`src/rtl/axis_image_pipe_mc_pkg.sv`:
```
// Shared types and helpers for the multi-channel image pipe.
package axis_image_pipe_mc_pkg;

    typedef enum logic [1:0] {
        ST_SET  = 2'd0,
        ST_ONES = 2'd1,
        ST_PASS = 2'd2
    } state_e;

    // Header field offsets within the stream-0 header beat; each field is one byte wide.
    localparam int unsigned HDR_IS_MAX  = 0;
    localparam int unsigned HDR_KH      = 8;
    localparam int unsigned HDR_NACT    = 16;
    localparam int unsigned HDR_FIELD_W = 8;

    function automatic int unsigned bits_kh_f(input int unsigned kh_max);
        return (kh_max <= 2) ? 1 : $clog2(kh_max);
    endfunction

    function automatic int unsigned bits_n_f(input int unsigned n_in);
        return (n_in <= 2) ? 1 : $clog2(n_in);
    endfunction

    function automatic int unsigned ue_f(input int unsigned units, input int unsigned kh_max);
        return units + kh_max - 1;
    endfunction

endpackage

```
`src/rtl/axis_image_pipe_mc_join.sv`:
```
// N-stream valid/ready join with active mask, generated-beat injection and a registered output slot.
module axis_join_n #(
    parameter int unsigned N      = 4,
    parameter int unsigned BEAT_W = 32,
    parameter int unsigned USER_W = 5
) (
    input  logic                clk,
    input  logic                rst,
    input  logic                join_en,
    input  logic [N-1:0]        act,
    input  logic [N-1:0]        s_valid,
    input  logic [N-1:0]        s_last,
    input  logic [N*BEAT_W-1:0] s_data,
    output logic [N-1:0]        s_ready,
    input  logic                gen_en,
    input  logic [BEAT_W-1:0]   gen_beat,
    input  logic [USER_W-1:0]   user,
    output logic                load,
    output logic                join_fire,
    output logic                gen_fire,
    output logic                last_err,
    output logic                m_valid,
    input  logic                m_ready,
    output logic                m_last,
    output logic [N*BEAT_W-1:0] m_data,
    output logic [USER_W-1:0]   m_user
);

    logic                valid_q, valid_d;
    logic                last_q, last_d;
    logic [N*BEAT_W-1:0] data_q, data_d;
    logic [USER_W-1:0]   user_q, user_d;
    logic [N-1:0]        ok;

    // Handshake: a stream is "ok" if valid or not in the active set; each active stream
    // is ready only when every other active stream is valid, so no stream is taken alone.
    always_comb begin
        ok        = s_valid | ~act;
        load      = !valid_q || m_ready;
        join_fire = join_en && load && (&ok);
        gen_fire  = gen_en && load;
        for (int unsigned k = 0; k < N; k++) begin
            s_ready[k] = join_en && load && act[k] && (&(ok | (N'(1) << k)));
        end
        last_err = join_fire && (|(act & (s_last ^ {N{s_last[0]}})));
    end

    // Next slot contents: joined beat, generated beat, or emptied when drained.
    always_comb begin
        valid_d = valid_q;
        last_d  = last_q;
        data_d  = data_q;
        user_d  = user_q;
        if (load) begin
            valid_d = join_fire || gen_fire;
            last_d  = 1'b0;
            if (join_fire) begin
                last_d = s_last[0];
                user_d = user;
                for (int unsigned k = 0; k < N; k++) begin
                    data_d[k*BEAT_W +: BEAT_W] = act[k] ? s_data[k*BEAT_W +: BEAT_W]
                                                        : s_data[0 +: BEAT_W];
                end
            end else if (gen_fire) begin
                user_d = user;
                data_d = {N{gen_beat}};
            end
        end
    end

    // Output slot registers.
    always_ff @(posedge clk or posedge rst) begin
        if (rst) begin
            valid_q <= 1'b0;
            last_q  <= 1'b0;
            data_q  <= '0;
            user_q  <= '0;
        end else begin
            valid_q <= valid_d;
            last_q  <= last_d;
            data_q  <= data_d;
            user_q  <= user_d;
        end
    end

    assign m_valid = valid_q;
    assign m_last  = last_q;
    assign m_data  = data_q;
    assign m_user  = user_q;

endmodule

```
`src/rtl/axis_image_pipe_mc.sv`:
```
// Multi-channel image pipe: header parse, constant config beats, then N-stream joined pixel data.
module axis_image_pipe_mc
    import axis_image_pipe_mc_pkg::*;
#(
    parameter  int unsigned UNITS        = 2,
    parameter  int unsigned WORD_WIDTH   = 8,
    parameter  int unsigned KERNEL_H_MAX = 3,
    parameter  int unsigned N_IN         = 4,
    parameter  int unsigned CFG_BASE     = 13,
    parameter  int unsigned CFG_PER_KH   = 4,
    parameter  int unsigned ONE_VALUE    = 1,
    parameter  int unsigned BITS_CFG     = 8,
    localparam int unsigned UE           = ue_f(UNITS, KERNEL_H_MAX),
    localparam int unsigned BITS_KH      = bits_kh_f(KERNEL_H_MAX),
    localparam int unsigned BITS_N       = bits_n_f(N_IN),
    localparam int unsigned BEAT_W       = UE * WORD_WIDTH,
    localparam int unsigned USER_W       = BITS_KH + 1 + BITS_N
) (
    input  logic                   aclk,
    input  logic                   areset,
    input  logic [N_IN-1:0]        s_axis_tvalid,
    output logic [N_IN-1:0]        s_axis_tready,
    input  logic [N_IN-1:0]        s_axis_tlast,
    input  logic [N_IN*BEAT_W-1:0] s_axis_tdata,
    output logic                   m_axis_tvalid,
    input  logic                   m_axis_tready,
    output logic                   m_axis_tlast,
    output logic [N_IN*BEAT_W-1:0] m_axis_tdata,
    output logic [USER_W-1:0]      m_axis_tuser,
    output logic [1:0]             err,
    input  logic                   err_clear
);

    localparam logic [HDR_FIELD_W-1:0] KH_LIM = HDR_FIELD_W'(KERNEL_H_MAX - 1);
    localparam logic [HDR_FIELD_W-1:0] N_LIM  = HDR_FIELD_W'(N_IN - 1);

    state_e               state_q, state_d;
    logic                 is_max_q, is_max_d;
    logic [BITS_KH-1:0]   kh_q, kh_d;
    logic [BITS_N-1:0]    nact_q, nact_d;
    logic [BITS_CFG-1:0]  cnt_q, cnt_d;
    logic [1:0]           err_q, err_d;

    logic [HDR_FIELD_W-1:0] hdr_kh, hdr_nact;
    logic [BITS_CFG-1:0]    beats_last;
    logic [N_IN-1:0]        act, join_rdy;
    logic [BEAT_W-1:0]      ones_beat;
    logic                   load, join_fire, gen_fire, last_err, hdr_fire;

    assign hdr_kh     = s_axis_tdata[HDR_KH +: HDR_FIELD_W];
    assign hdr_nact   = s_axis_tdata[HDR_NACT +: HDR_FIELD_W];
    assign beats_last = BITS_CFG'(CFG_BASE + CFG_PER_KH * 32'(kh_q) - 1);
    assign ones_beat  = {UE{WORD_WIDTH'(ONE_VALUE)}};
    assign hdr_fire   = (state_q == ST_SET) && load && s_axis_tvalid[0];

    // Active-stream mask: streams 0..n_act_1.
    always_comb begin
        for (int unsigned k = 0; k < N_IN; k++) begin
            act[k] = (BITS_N'(k) <= nact_q);
        end
    end

    // Only stream 0 is ready in SET (header); the join owns readiness in PASS.
    always_comb begin
        s_axis_tready = join_rdy;
        if (state_q == ST_SET) begin
            s_axis_tready    = '0;
            s_axis_tready[0] = load;
        end
        if (areset) begin
            s_axis_tready = '0;
        end
    end

    axis_join_n #(
        .N      (N_IN),
        .BEAT_W (BEAT_W),
        .USER_W (USER_W)
    ) u_join (
        .clk       (aclk),
        .rst       (areset),
        .join_en   (state_q == ST_PASS),
        .act       (act),
        .s_valid   (s_axis_tvalid),
        .s_last    (s_axis_tlast),
        .s_data    (s_axis_tdata),
        .s_ready   (join_rdy),
        .gen_en    (state_q == ST_ONES),
        .gen_beat  (ones_beat),
        .user      ({nact_q, is_max_q, kh_q}),
        .load      (load),
        .join_fire (join_fire),
        .gen_fire  (gen_fire),
        .last_err  (last_err),
        .m_valid   (m_axis_tvalid),
        .m_ready   (m_axis_tready),
        .m_last    (m_axis_tlast),
        .m_data    (m_axis_tdata),
        .m_user    (m_axis_tuser)
    );

    // Frame sequencing, header latch with clamping, ones counter and sticky errors.
    always_comb begin
        state_d  = state_q;
        is_max_d = is_max_q;
        kh_d     = kh_q;
        nact_d   = nact_q;
        cnt_d    = cnt_q;
        err_d    = err_clear ? 2'b00 : err_q;
        case (state_q)
            ST_SET: begin
                if (hdr_fire) begin
                    is_max_d = s_axis_tdata[HDR_IS_MAX];
                    kh_d     = (hdr_kh > KH_LIM) ? BITS_KH'(KERNEL_H_MAX - 1) : hdr_kh[BITS_KH-1:0];
                    if (!s_axis_tdata[HDR_IS_MAX]) begin
                        nact_d = '0;
                    end else begin
                        nact_d = (hdr_nact > N_LIM) ? BITS_N'(N_IN - 1) : hdr_nact[BITS_N-1:0];
                    end
                    if ((hdr_kh > KH_LIM) || (hdr_nact > N_LIM) || s_axis_tlast[0]) begin
                        err_d[0] = 1'b1;
                    end
                    if (!s_axis_tlast[0]) begin
                        state_d = ST_ONES;
                    end
                end
            end
            ST_ONES: begin
                if (gen_fire) begin
                    if (cnt_q == beats_last) begin
                        cnt_d   = '0;
                        state_d = ST_PASS;
                    end else begin
                        cnt_d = cnt_q + BITS_CFG'(1);
                    end
                end
            end
            ST_PASS: begin
                if (join_fire && s_axis_tlast[0]) begin
                    state_d = ST_SET;
                end
            end
            default: state_d = ST_SET;
        endcase
        if (last_err) begin
            err_d[1] = 1'b1;
        end
    end

    // Control state registers.
    always_ff @(posedge aclk or posedge areset) begin
        if (areset) begin
            state_q  <= ST_SET;
            is_max_q <= 1'b0;
            kh_q     <= '0;
            nact_q   <= '0;
            cnt_q    <= '0;
            err_q    <= 2'b00;
        end else begin
            state_q  <= state_d;
            is_max_q <= is_max_d;
            kh_q     <= kh_d;
            nact_q   <= nact_d;
            cnt_q    <= cnt_d;
            err_q    <= err_d;
        end
    end

    assign err = err_q;

endmodule

```
`config.mk`:
```
export PLATFORM = sky130hd
export DESIGN_NAME = axis_image_pipe_mc
export DESIGN_NICKNAME = d
export VERILOG_FILES = /design/src/rtl/axis_image_pipe_mc_pkg.sv /design/src/rtl/axis_image_pipe_mc_join.sv /design/src/rtl/axis_image_pipe_mc.sv
export SDC_FILE = /design/constraint.sdc
export NUM_CORES = 1
export LEC_CHECK = 0
export BUFFER_PORTS_ARGS = -buffer_cell sky130_fd_sc_hd__buf_2
export CORE_ASPECT_RATIO = 1.1
export CORE_MARGIN = 1
export CORE_UTILIZATION = 50
export CTS_CLUSTER_DIAMETER = 80
export CTS_CLUSTER_SIZE = 30
export DETAILED_ROUTE_END_ITERATION = 6
export GPL_ROUTABILITY_DRIVEN = 1
export PLACE_DENSITY = 0.78
export SYNTH_ARGS = -nofsm -noshare
export SYNTH_HDL_FRONTEND = slang
export SYNTH_SLANG_ARGS = --single-unit
```
`constraint.sdc`:
```
create_clock -name aclk -period 5.77 [get_ports aclk]
set_input_delay 0.2885 -clock aclk [delete_from_list [all_inputs] [get_ports aclk]]
set_output_delay 0.2885 -clock aclk [all_outputs]
set_load 0.005 [all_outputs]
```
==> flow_metrics.tcl <==
set metrics [dict create \
    crit_fanout 34 \
    syn_area_um2 7540 \
    ys_seq_area_share_pct 50.5 \
    final_max_slew_viol_count 0 \
    setup_tns_ns 0 \
    grt_use_total_pct 26.7 \
    detail_route.iter0.violations 243 \
    first_global_vias 6097 \
    cts_root_buffer "clkbuf_16" \
    setup_violations 0 \
    grt_overflow 0 \
    routedWlPerCell_um 17.5 \
    place_worst_setup_slack_ns 2.61 \
    remaining_drc_errors 0 \
    fp.dieH_um 131 \
    via_count 6092 \
    syn_area_per_cell_um2 10.9 \
    routed_wl_um 20400 \
    start_util_pct 51.8 \
    layout_worst_path_cycle_share_pct 54.7 \
    synth_top_cell_by_area "dfrtp_1" \
    io_buffers 280 \
    ys_types 39 \
    fin_nets 1099 \
    ys_top_cells_by_count "mux2i_1 (221), dfrtp_1 (152), nand2_1 (127)" \
    hp-class "in2async" \
    area_delta_synth_final_pct 28.5 \
    hold_viol 0 \
    synthCells 690 \
    clk_latency_ns 0.42 \
    postCtsResizedCells 0 \
    ys_top_cells_by_area "dfrtp_1 (50%), mux2i_1 (29%), nand2_1 (6.3%)" \
    worst-endpoint-required_ns 6.09 \
    synth_top_cell_area_share_pct 50.5 \
    antenna_found_initial 1 \
    status "finished, final reports clean" \
    io_pins 281 \
    fmaxAchievable_ghz 0.317 \
    grt_pass1_wl_um 31900 \
    yosys_warnings 0 \
    slowest_stage "buf_4" \
    synth_edf_count 0 \
    vias_per_cell 5.24 \
    arrival_ns 3.47 \
    num_rows 46 \
    postCtsSetupRepairBufs 0 \
    endpoint_kind "register" \
    dp_hpwl_um 14000 \
    totalPowerFinal_mw 2.85 \
    coreArea_um2 14600 \
    slew_headroom_pct 29.4 \
    postLayoutCoreUtil_pct 66.5 \
    crit_top_cell "buf_4" \
    critPathLaunchType "register" \
    synth_most_common_cell "mux2i_1" \
    clk_path_buf_depth 2 \
    leakage_nw 5.21 \
    synth-async-reset-ratio_pct 100 \
    die_x_um 119 \
    synth_nets 833 \
    clkTransAtPathRegs_ns 0.06 \
    postSynth.topFlopCell "dfrtp_1" \
    clock-sinks 152 \
    ir_drop_uv 201 \
    path_cells "buf_4, nand2_2, buf_4, o21a_1, nand3_2, buf_4, o32ai_1" \
    path_class "reg2reg" \
    cts_made_buffers 17 \
    skew_ns 0.00651 \
    fin_ws_ns 2.62 \
    finalCriticalPeriod_ns 3.15 \
    antenna_left 0 \
    grt_max_degree 85 \
    cts_tree "yes" \
    worstMarginPinSlew_ns 1.06 \
    maxCapViolations 0 \
    rsz0062_at_grt "no" \
    crit_path_max_incr_delay_ns 0.56 \
    drive_above_1_share_pct 35.1 \
    die_area_um2 15600 \
    p_per_area_nw_per_um2 294 \
    ys_seq_elements 152 \
    holdBufCountCts 0 \
    drt-pass1-iter-count 4 \
    htreeDepth 4 \
    routabilityCongestion 0.833 \
]
==> placed cells by master (no fill, tap or decap), drive strengths merged, types with 5 or more instances in the layout <==
cell type and instances:
a21oi 6, and3 5, buf 289, clkbuf 21, clkinv 6, dfrtp 152
inv 38, mux2 7, mux2i 221, nand2 127, nand3 8, nor2 25
nor3 7, nor4 5, o21ai 12
==> worst paths after layout <==
| path | startpoint | endpoint | slack (ns) | cells after the start |
|---|---|---|---|---|
| max | nact_q[1]$_DFFE_PP0P_ | err[1]$_DFFE_PP0P_ | 2.62 | 7 |
| min | areset | u_join.m_last$_DFFE_PP0N_ | 0.02 | 2 |
| max reg2reg | nact_q[1]$_DFFE_PP0P_ | err[1]$_DFFE_PP0P_ | 2.62 | 7 |
| min reg2reg | state_q[1]$_DFFE_PP0P_ | state_q[0]$_DFFE_PP0P_ | 0.48 | 1 |
| max in group asynchronous | areset | nact_q[1]$_DFFE_PP0P_ | 4.27 | 3 |
| min in group aclk | err_clear | err[1]$_DFFE_PP0P_ | 0.07 | 2 |
==> critical path, delay by kind of cell, from the launching register on <==
family | cells | cell delay, ns
simple gates | 2 | 0.64
compound gates | 2 | 0.53
flops | 1 | 0.48
buf+inv | 3 | 1.36
==> registers in the layout, indices dropped and copies added, names as in the netlist <==
name            cells
u_join.m_last       1
is_max_q            1
u_join.m_data     128
nact_q              2
u_join.m_valid      1
u_join.m_user       5
cnt_q               8
kh_q                2
state_q             2
err                 2
==> cell families (layout without fill, tap and decap cells) <==
family / count (synthesis) / in the layout / share of synthesized area [%]
adders and majority gates: 3 / 3 / 0.498
and+or+nand+nor: 191 / 191 / 10.9
DFF: 152 / 152 / 50.5
xor gates and xnor gates: 5 / 5 / 0.581
buffers and inverters: 79 / 358 / 4.45
AOI/OAI and AO/OA: 32 / 32 / 2.69
muxes: 228 / 228 / 30.4
other: 0 / 2 / 0
==> stage by stage <==
| stage | hold WS, ns | instance area (µm²) | instances |
|---|---|---|---|
| 2_1_floorplan | 0.381 | 7540 | 690 |
| 3_3_place_gp | 0.449 | 9090 | 1129 |
| 3_5_place_dp | 0.460 | 9090 | 1129 |
| 4_1_cts | 0.0421 | 9680 | 1161 |
| 5_1_grt | 0.0712 | 9680 | 1162 |
| 6_report | 0.0179 | 9680 | 1163 |
==> layout make-up <==
cell class | instances | area (µm²)
clock inverter | 11 | 121
sequential | 152 | 3800
fill | 1174 | 4880
antenna | 2 | 5.00
tap | 192 | 240
multi-input combinational | 459 | 3430
clock buffer | 21 | 470
timing repair buffer | 289 | 1470
inverter | 37 | 144
==> power breakdown <==
group | switching (mW) | total [mW] | internal (mW)
Clock | 0.446 | 1.12 | 0.671
Sequential | 0.0513 | 1.16 | 1.10
Combinational | 0.320 | 0.576 | 0.256
==> layer usage <==
| layer | vias up | wire length, µm | global-route usage [%] |
|---|---|---|---|
| li1 | 2890 | - | - |
| met1 | 2956 | 8720 | 33.0 |
| met2 | 200 | 9980 | 44.9 |
| met3 | 46 | 978 | 5.69 |
| met4 | 0 | 692 | 13.5 |
| met5 | - | 0 | 0 |
Power figures use the tool's default switching activity.
